**config.mk**
```make
export PLATFORM = sky130hd
export DESIGN_NAME = conv_stream_engine
export DESIGN_NICKNAME = d
export VERILOG_FILES = /design/src/rtl/conv_pkg.sv /design/src/rtl/conv_mac_lane.sv /design/src/rtl/conv_stream_engine.sv
export SDC_FILE = /design/constraint.sdc
export NUM_CORES = 2
export LEC_CHECK = 0
export ABC_CLOCK_PERIOD_IN_PS = 187800
export BUFFER_PORTS_ARGS = -buffer_cell sky130_fd_sc_hd__buf_2
export CORE_ASPECT_RATIO = 1.1
export CORE_MARGIN = 3
export CORE_UTILIZATION = 60
export DETAILED_ROUTE_END_ITERATION = 12
export PLACE_DENSITY_LB_ADDON = 0.12
export SETUP_SLACK_MARGIN = 0.2
export SYNTH_ARGS = -nofsm -noshare
export SYNTH_HDL_FRONTEND = slang
export SYNTH_SLANG_ARGS = --single-unit
```
**constraint.sdc**
```tcl
create_clock -name clk -period 187.8 [get_ports clk]
set_input_delay 28.17 -clock clk [delete_from_list [all_inputs] [get_ports clk]]
set_output_delay 28.17 -clock clk [all_outputs]
set_load 0.01 [all_outputs]
```
**src/rtl/conv_pkg.sv**
```systemverilog
// conv_pkg: shared FSM encoding and packed-lane slice helper for the convolution engine
package conv_pkg;
  typedef enum logic [1:0] {IDLE, RUN, FLUSH, OUT} state_t;
  function automatic logic [63:0] lane_slice(input logic [1023:0] vec, input int i, input int w);
    logic [1023:0] t;
    t = vec >> (i * w);
    return t[63:0] & ((64'd1 << w) - 64'd1);
  endfunction
endpackage

```
**src/rtl/conv_mac_lane.sv**
```systemverilog
// conv_mac_lane: signed multiply-accumulate with clear, enable and zero-mask
module conv_mac_lane
  import conv_pkg::*;
#(
  parameter int DATA_W = 8,
  parameter int ACC_W  = 32
) (
  input  logic                     clk,
  input  logic                     rst,
  input  logic                     clr,
  input  logic                     en,
  input  logic                     mask,
  input  logic signed [DATA_W-1:0] a,
  input  logic signed [DATA_W-1:0] b,
  output logic signed [ACC_W-1:0]  acc
);
  logic signed [2*DATA_W-1:0] prod;
  logic signed [ACC_W-1:0] term;
  always_comb begin
    prod = a * b;
    term = mask ? '0 : ACC_W'(prod);
  end
  always_ff @(posedge clk) begin
    if (rst) acc <= '0;
    else if (en) acc <= clr ? term : acc + term;
  end
endmodule

```
**src/rtl/conv_stream_engine.sv**
```systemverilog
// conv_stream_engine: streaming 2-D convolution, LANES kernels per output word
module conv_stream_engine
  import conv_pkg::*;
#(
  parameter int DATA_W = 8,
  parameter int ACC_W  = 32,
  parameter int LANES  = 4,
  parameter int ADDR_W = 16,
  parameter int DIM_W  = 8
) (
  input  logic                      clk,
  input  logic                      rst,
  input  logic                      start,
  input  logic [DIM_W-1:0]          cfg_h,
  input  logic [DIM_W-1:0]          cfg_w,
  input  logic [DIM_W-1:0]          cfg_c,
  input  logic [DIM_W-1:0]          cfg_k,
  input  logic [DIM_W-1:0]          cfg_s,
  input  logic [DIM_W-1:0]          cfg_p,
  input  logic [DIM_W-1:0]          cfg_kn,
  input  logic                      cfg_relu,
  output logic [ADDR_W-1:0]         t_addr,
  input  logic [DATA_W-1:0]         t_data,
  output logic [ADDR_W-1:0]         w_addr,
  input  logic [LANES*DATA_W-1:0]   w_data,
  output logic                      o_valid,
  input  logic                      o_ready,
  output logic [LANES*ACC_W-1:0]    o_data,
  output logic [ADDR_W-1:0]         o_addr,
  output logic [LANES-1:0]          o_lane_mask,
  output logic                      busy,
  output logic                      done,
  output logic                      cfg_err
);
  localparam int GW = DIM_W + 2;
  state_t state;
  logic [DIM_W-1:0] h, w, ch, k, s, p, kn, gn, ci, ky, kx, g;
  logic [GW-1:0] oh, ow, oy, ox;
  logic relu, fl, v1, v2, in1, in2, f1, f2, inb, err, last_tap, last_word;
  int iy, ix, ta, wa, hp, wp;
  logic signed [ACC_W-1:0] acc [LANES];
  always_comb begin
    iy = int'(oy) * int'(s) + int'(ky) - int'(p);
    ix = int'(ox) * int'(s) + int'(kx) - int'(p);
    inb = iy >= 0 && iy < int'(h) && ix >= 0 && ix < int'(w);
    ta = (int'(ci) * int'(h) + iy) * int'(w) + ix;
    wa = ((int'(g) * int'(ch) + int'(ci)) * int'(k) + int'(ky)) * int'(k) + int'(kx);
    hp = int'(cfg_h) + 2 * int'(cfg_p);
    wp = int'(cfg_w) + 2 * int'(cfg_p);
    err = cfg_k == '0 || cfg_s == '0 || cfg_c == '0 || cfg_kn == '0 || int'(cfg_k) > hp || int'(cfg_k) > wp;
    last_tap = ci == ch - 1'b1 && ky == k - 1'b1 && kx == k - 1'b1;
    last_word = g == gn - 1'b1 && oy == oh - 1'b1 && ox == ow - 1'b1;
  end
  always_ff @(posedge clk) begin
    if (rst) begin
      state <= IDLE;
      {h, w, ch, k, s, p, kn, gn, ci, ky, kx, g} <= '0;
      {oh, ow, oy, ox} <= '0;
      {relu, fl, v1, v2, in1, in2, f1, f2} <= '0;
      {busy, done, cfg_err, o_valid} <= '0;
      {t_addr, w_addr, o_addr} <= '0;
    end else begin
      done <= 1'b0;
      cfg_err <= 1'b0;
      // tap flags travel alongside the registered address and the 1-cycle memory read
      v1 <= state == RUN;
      in1 <= inb;
      f1 <= ci == '0 && ky == '0 && kx == '0;
      v2 <= v1;
      in2 <= in1;
      f2 <= f1;
      case (state)
        IDLE: begin
          if (busy) busy <= 1'b0;
          else if (start && err) cfg_err <= 1'b1;
          else if (start) begin
            {h, w, ch, k, s, p, kn, relu} <= {cfg_h, cfg_w, cfg_c, cfg_k, cfg_s, cfg_p, cfg_kn, cfg_relu};
            oh <= GW'((hp - int'(cfg_k)) / int'(cfg_s) + 1);
            ow <= GW'((wp - int'(cfg_k)) / int'(cfg_s) + 1);
            gn <= DIM_W'((int'(cfg_kn) + LANES - 1) / LANES);
            {ci, ky, kx, g} <= '0;
            {oy, ox} <= '0;
            o_addr <= '0;
            busy <= 1'b1;
            state <= RUN;
          end
        end
        RUN: begin
          t_addr <= inb ? ADDR_W'(ta) : '0;
          w_addr <= ADDR_W'(wa);
          kx <= kx == k - 1'b1 ? '0 : kx + 1'b1;
          if (kx == k - 1'b1) ky <= ky == k - 1'b1 ? '0 : ky + 1'b1;
          if (kx == k - 1'b1 && ky == k - 1'b1) ci <= ci == ch - 1'b1 ? '0 : ci + 1'b1;
          if (last_tap) begin
            fl <= 1'b0;
            state <= FLUSH;
          end
        end
        FLUSH: begin
          fl <= 1'b1;
          if (fl) begin
            o_valid <= 1'b1;
            state <= OUT;
          end
        end
        OUT: begin
          if (o_ready && last_word) begin
            o_valid <= 1'b0;
            done <= 1'b1;
            state <= IDLE;
          end else if (o_ready) begin
            o_valid <= 1'b0;
            o_addr <= o_addr + 1'b1;
            ox <= ox == ow - 1'b1 ? '0 : ox + 1'b1;
            if (ox == ow - 1'b1) oy <= oy == oh - 1'b1 ? '0 : oy + 1'b1;
            if (ox == ow - 1'b1 && oy == oh - 1'b1) g <= g + 1'b1;
            state <= RUN;
          end
        end
        default: state <= IDLE;
      endcase
    end
  end
  for (genvar i = 0; i < LANES; i++) begin : g_lane
    conv_mac_lane #(.DATA_W(DATA_W), .ACC_W(ACC_W)) u_mac (
      .clk(clk),
      .rst(rst),
      .clr(f2),
      .en(v2),
      .mask(!in2),
      .a(t_data),
      .b(DATA_W'(lane_slice(1024'(w_data), i, DATA_W))),
      .acc(acc[i])
    );
    assign o_lane_mask[i] = int'(g) * LANES + i < int'(kn);
    assign o_data[i*ACC_W +: ACC_W] = (!o_lane_mask[i] || (relu && acc[i][ACC_W-1])) ? '0 : acc[i];
  end
endmodule

```
==> metrics.cfg <==
[run_status]
status=completed

[detailed_routing]
drc=0
ant_nets=0
firstDrtPassIters=6
routed_wl_um=266000
wl_per_cell_um=19.4
vias_per_cell=6.21
vias=85300
drt_iter0_markers=5810

[sta]
slew_viol_final=0
fin_skew_ns=0.0260
rsz0062_at_grt=false
layout_min_cycle_time_ns=123.12
fin_crit_sh_pct=65.6
max_freq_mhz=8.12
tightest_slew_ns=1.31
finalHoldViolCount=0
setup_ws_ns=64.68
setup_viol=0
slew_headroom_pct=11.6
setup_tns_ns=0

[worst_setup_path]
slowest_delay_ns=0.86
startpoint_type=input port
endpoint_kind=register
required_ns=188.29
worst_ep_arrival_time_ns=123.61
crit_slowest_cell=o21ai_0
path_class=in2reg
cpMostUsedCell=o21a_1
path_max_fanout=24

[min_path]
hold_path.class=reg2reg

[grt]
grt_overflow=0
antenna_found_initial=15
grt_usage_pct=33.8
met3_usage_pct=3.29
grt_max_degree=114
grtUsageMet1_pct=42.3
use_met2_pct=58.7
grt_pass1_wl_um=435000
top_usage_layer=met2
grt_pass1_vias=84800

[clocking]
cts.sinks=325
post_cts_buffers=0
cts_tree=yes
htreeDepth=2
numCtsBuffers=39
cts.reportedPaths.clkPinSlew_ns=0.06
cts_root_buf=clkbuf_16
cts_resized=0
postCtsHoldBufs=0
clock_latency_ns=0.60
clk_path_buf_depth=3

[synth]
avgSynthCellArea_um2=7.68
synth_cells=11700
ys_async_sr_fraction_pct=0
synth-main-ff-cell=dfxtp_1
ys_ff_latch=325
synthDistinctLibCells=160
ys_seq_area_share_pct=7.24
syn-cell-area_um2=89900
ys_warn_count=0
synth-edff-count=0

[layout]
fin_nets=13600
regArea_um2=6510
drive_gt1_share_pct=7.36
multi_input_area_um2=77900
num-fill-cells=13400
finish.instance_area_um2=94100
area_growth_pct=4.75

[placed_design]
hpwl_um=215000
gp_congestion=0.969
place_ws_ns=65.44
port_buffers=284
placed_cell_area_um2=92700

[job]
drv_cap=0

[floorplan]
die_w_um=375
die_area_um2=154000
initial_core_util_pct=60.6
io_pins=285
row_count=148
die_h_um=412
core_um2=148000

## placed cells by master (no fill, tap or decap), drive strengths merged, types with 200 or more instances in the layout
cell type and n:
ha 1096, a21oi 682, xor2 228, nor3 530, nand2 1036, fa 636
o21a 360, and2 692, buf 345, nor2 1058, xnor2 588, nand3 200
o21ai 402, dfxtp 325, inv 1056
## logic make-up after synthesis
logic type      count (synthesis)  synth area share (%)
mux                           218                  2.63
xor+xnor                      816                  7.98
fa+ha+maj                    1734                  29.4
buf+inv                      1458                  6.32
simple gates                 4396                  25.0
compound gates               2758                  21.4
other cells                     1               0.00417
flops                         325                  7.24
## area by class of cell
| cell class | count | area share, % |
|---|---|---|
| inverter | 1065 | 4.25 |
| antenna | 11 | 0.0292 |
| multi-input combinational | 9966 | 82.8 |
| sequential | 325 | 6.92 |
| tap | 1950 | 2.59 |
| clock buffer | 53 | 1.20 |
| timing repair buffer | 345 | 2.01 |
| clock inverter | 19 | 0.250 |
## critical path, delay by kind of cell
kind,cells,cell delay (ns)
xor+xnor,2,0.34
simple gates,119,33.49
compound gates,198,45.13
buf+inv,23,2.82
fa+ha+maj,31,9.19
mux,12,4.21
## state kept, by name, indices dropped and copies added (netlist names), 10 cells and up
name / cells
t_addr: 16
ox: 10
ow: 10
oy: 10
g_lane.u_mac.acc: 128
o_addr: 16
oh: 10
w_addr: 16
## path summary, 6_finish.rpt
check | to | slack (ns) | depth (start not counted) | start
max | oh[9] | 64.68 | 385 | cfg_s[0]
min | v2 | 0.44 | 1 | v1
max reg2reg | w_addr[15] | 175.25 | 40 | ci[6]
min reg2reg | v2 | 0.44 | 1 | v1
## stage by stage
stage                     std cells  hold WS [ns]  util (%)
after floorplan               11700         0.414         -
after global placement        13700         0.416      62.5
after detailed placement      13700         0.434      62.5
after CTS                     13700         0.443      63.4
after global routing          13700         0.464      63.5
final                         13700         0.438      63.5
## per-layer routing
layer	wire length (um)	up-vias
met2	126000	2597
met4	12800	2
li1	-	41000
met3	14300	678
met5	12	-
met1	113000	40900
## cell usage after synthesis, drive strengths merged (80+ instances only)
master  instances  area share (%)
and2          692             4.8
ha           1096              15
nand2b        119            0.84
dfxtp         325             7.2
a21oi         682             3.8
and3           91            0.64
or3            90            0.64
or2            93            0.65
o21bai        187             1.6
nor2         1058             4.5
nand2        1036             4.3
mux2i         103             1.2
o211ai        118             1.0
mux2          115             1.4
nand4         103            0.75
a211oi        114             1.0
fa            636              14
inv          1052             4.4
o31ai         147             1.3
nor4          100             1.0
xor2          228             2.2
clkbuf        287             1.2
o21a          360             3.0
a21o          174             1.5
nor3          530             3.1
buf           105            0.66
a31oi          80            0.62
o21ai         402             2.3
nor2b          91            0.63
xnor2         588             5.7
nand3         200             1.2
Power is left out: the tool's default activity adds up to more than one toggle a clock period on the data nets, which glitch-free logic cannot reach.
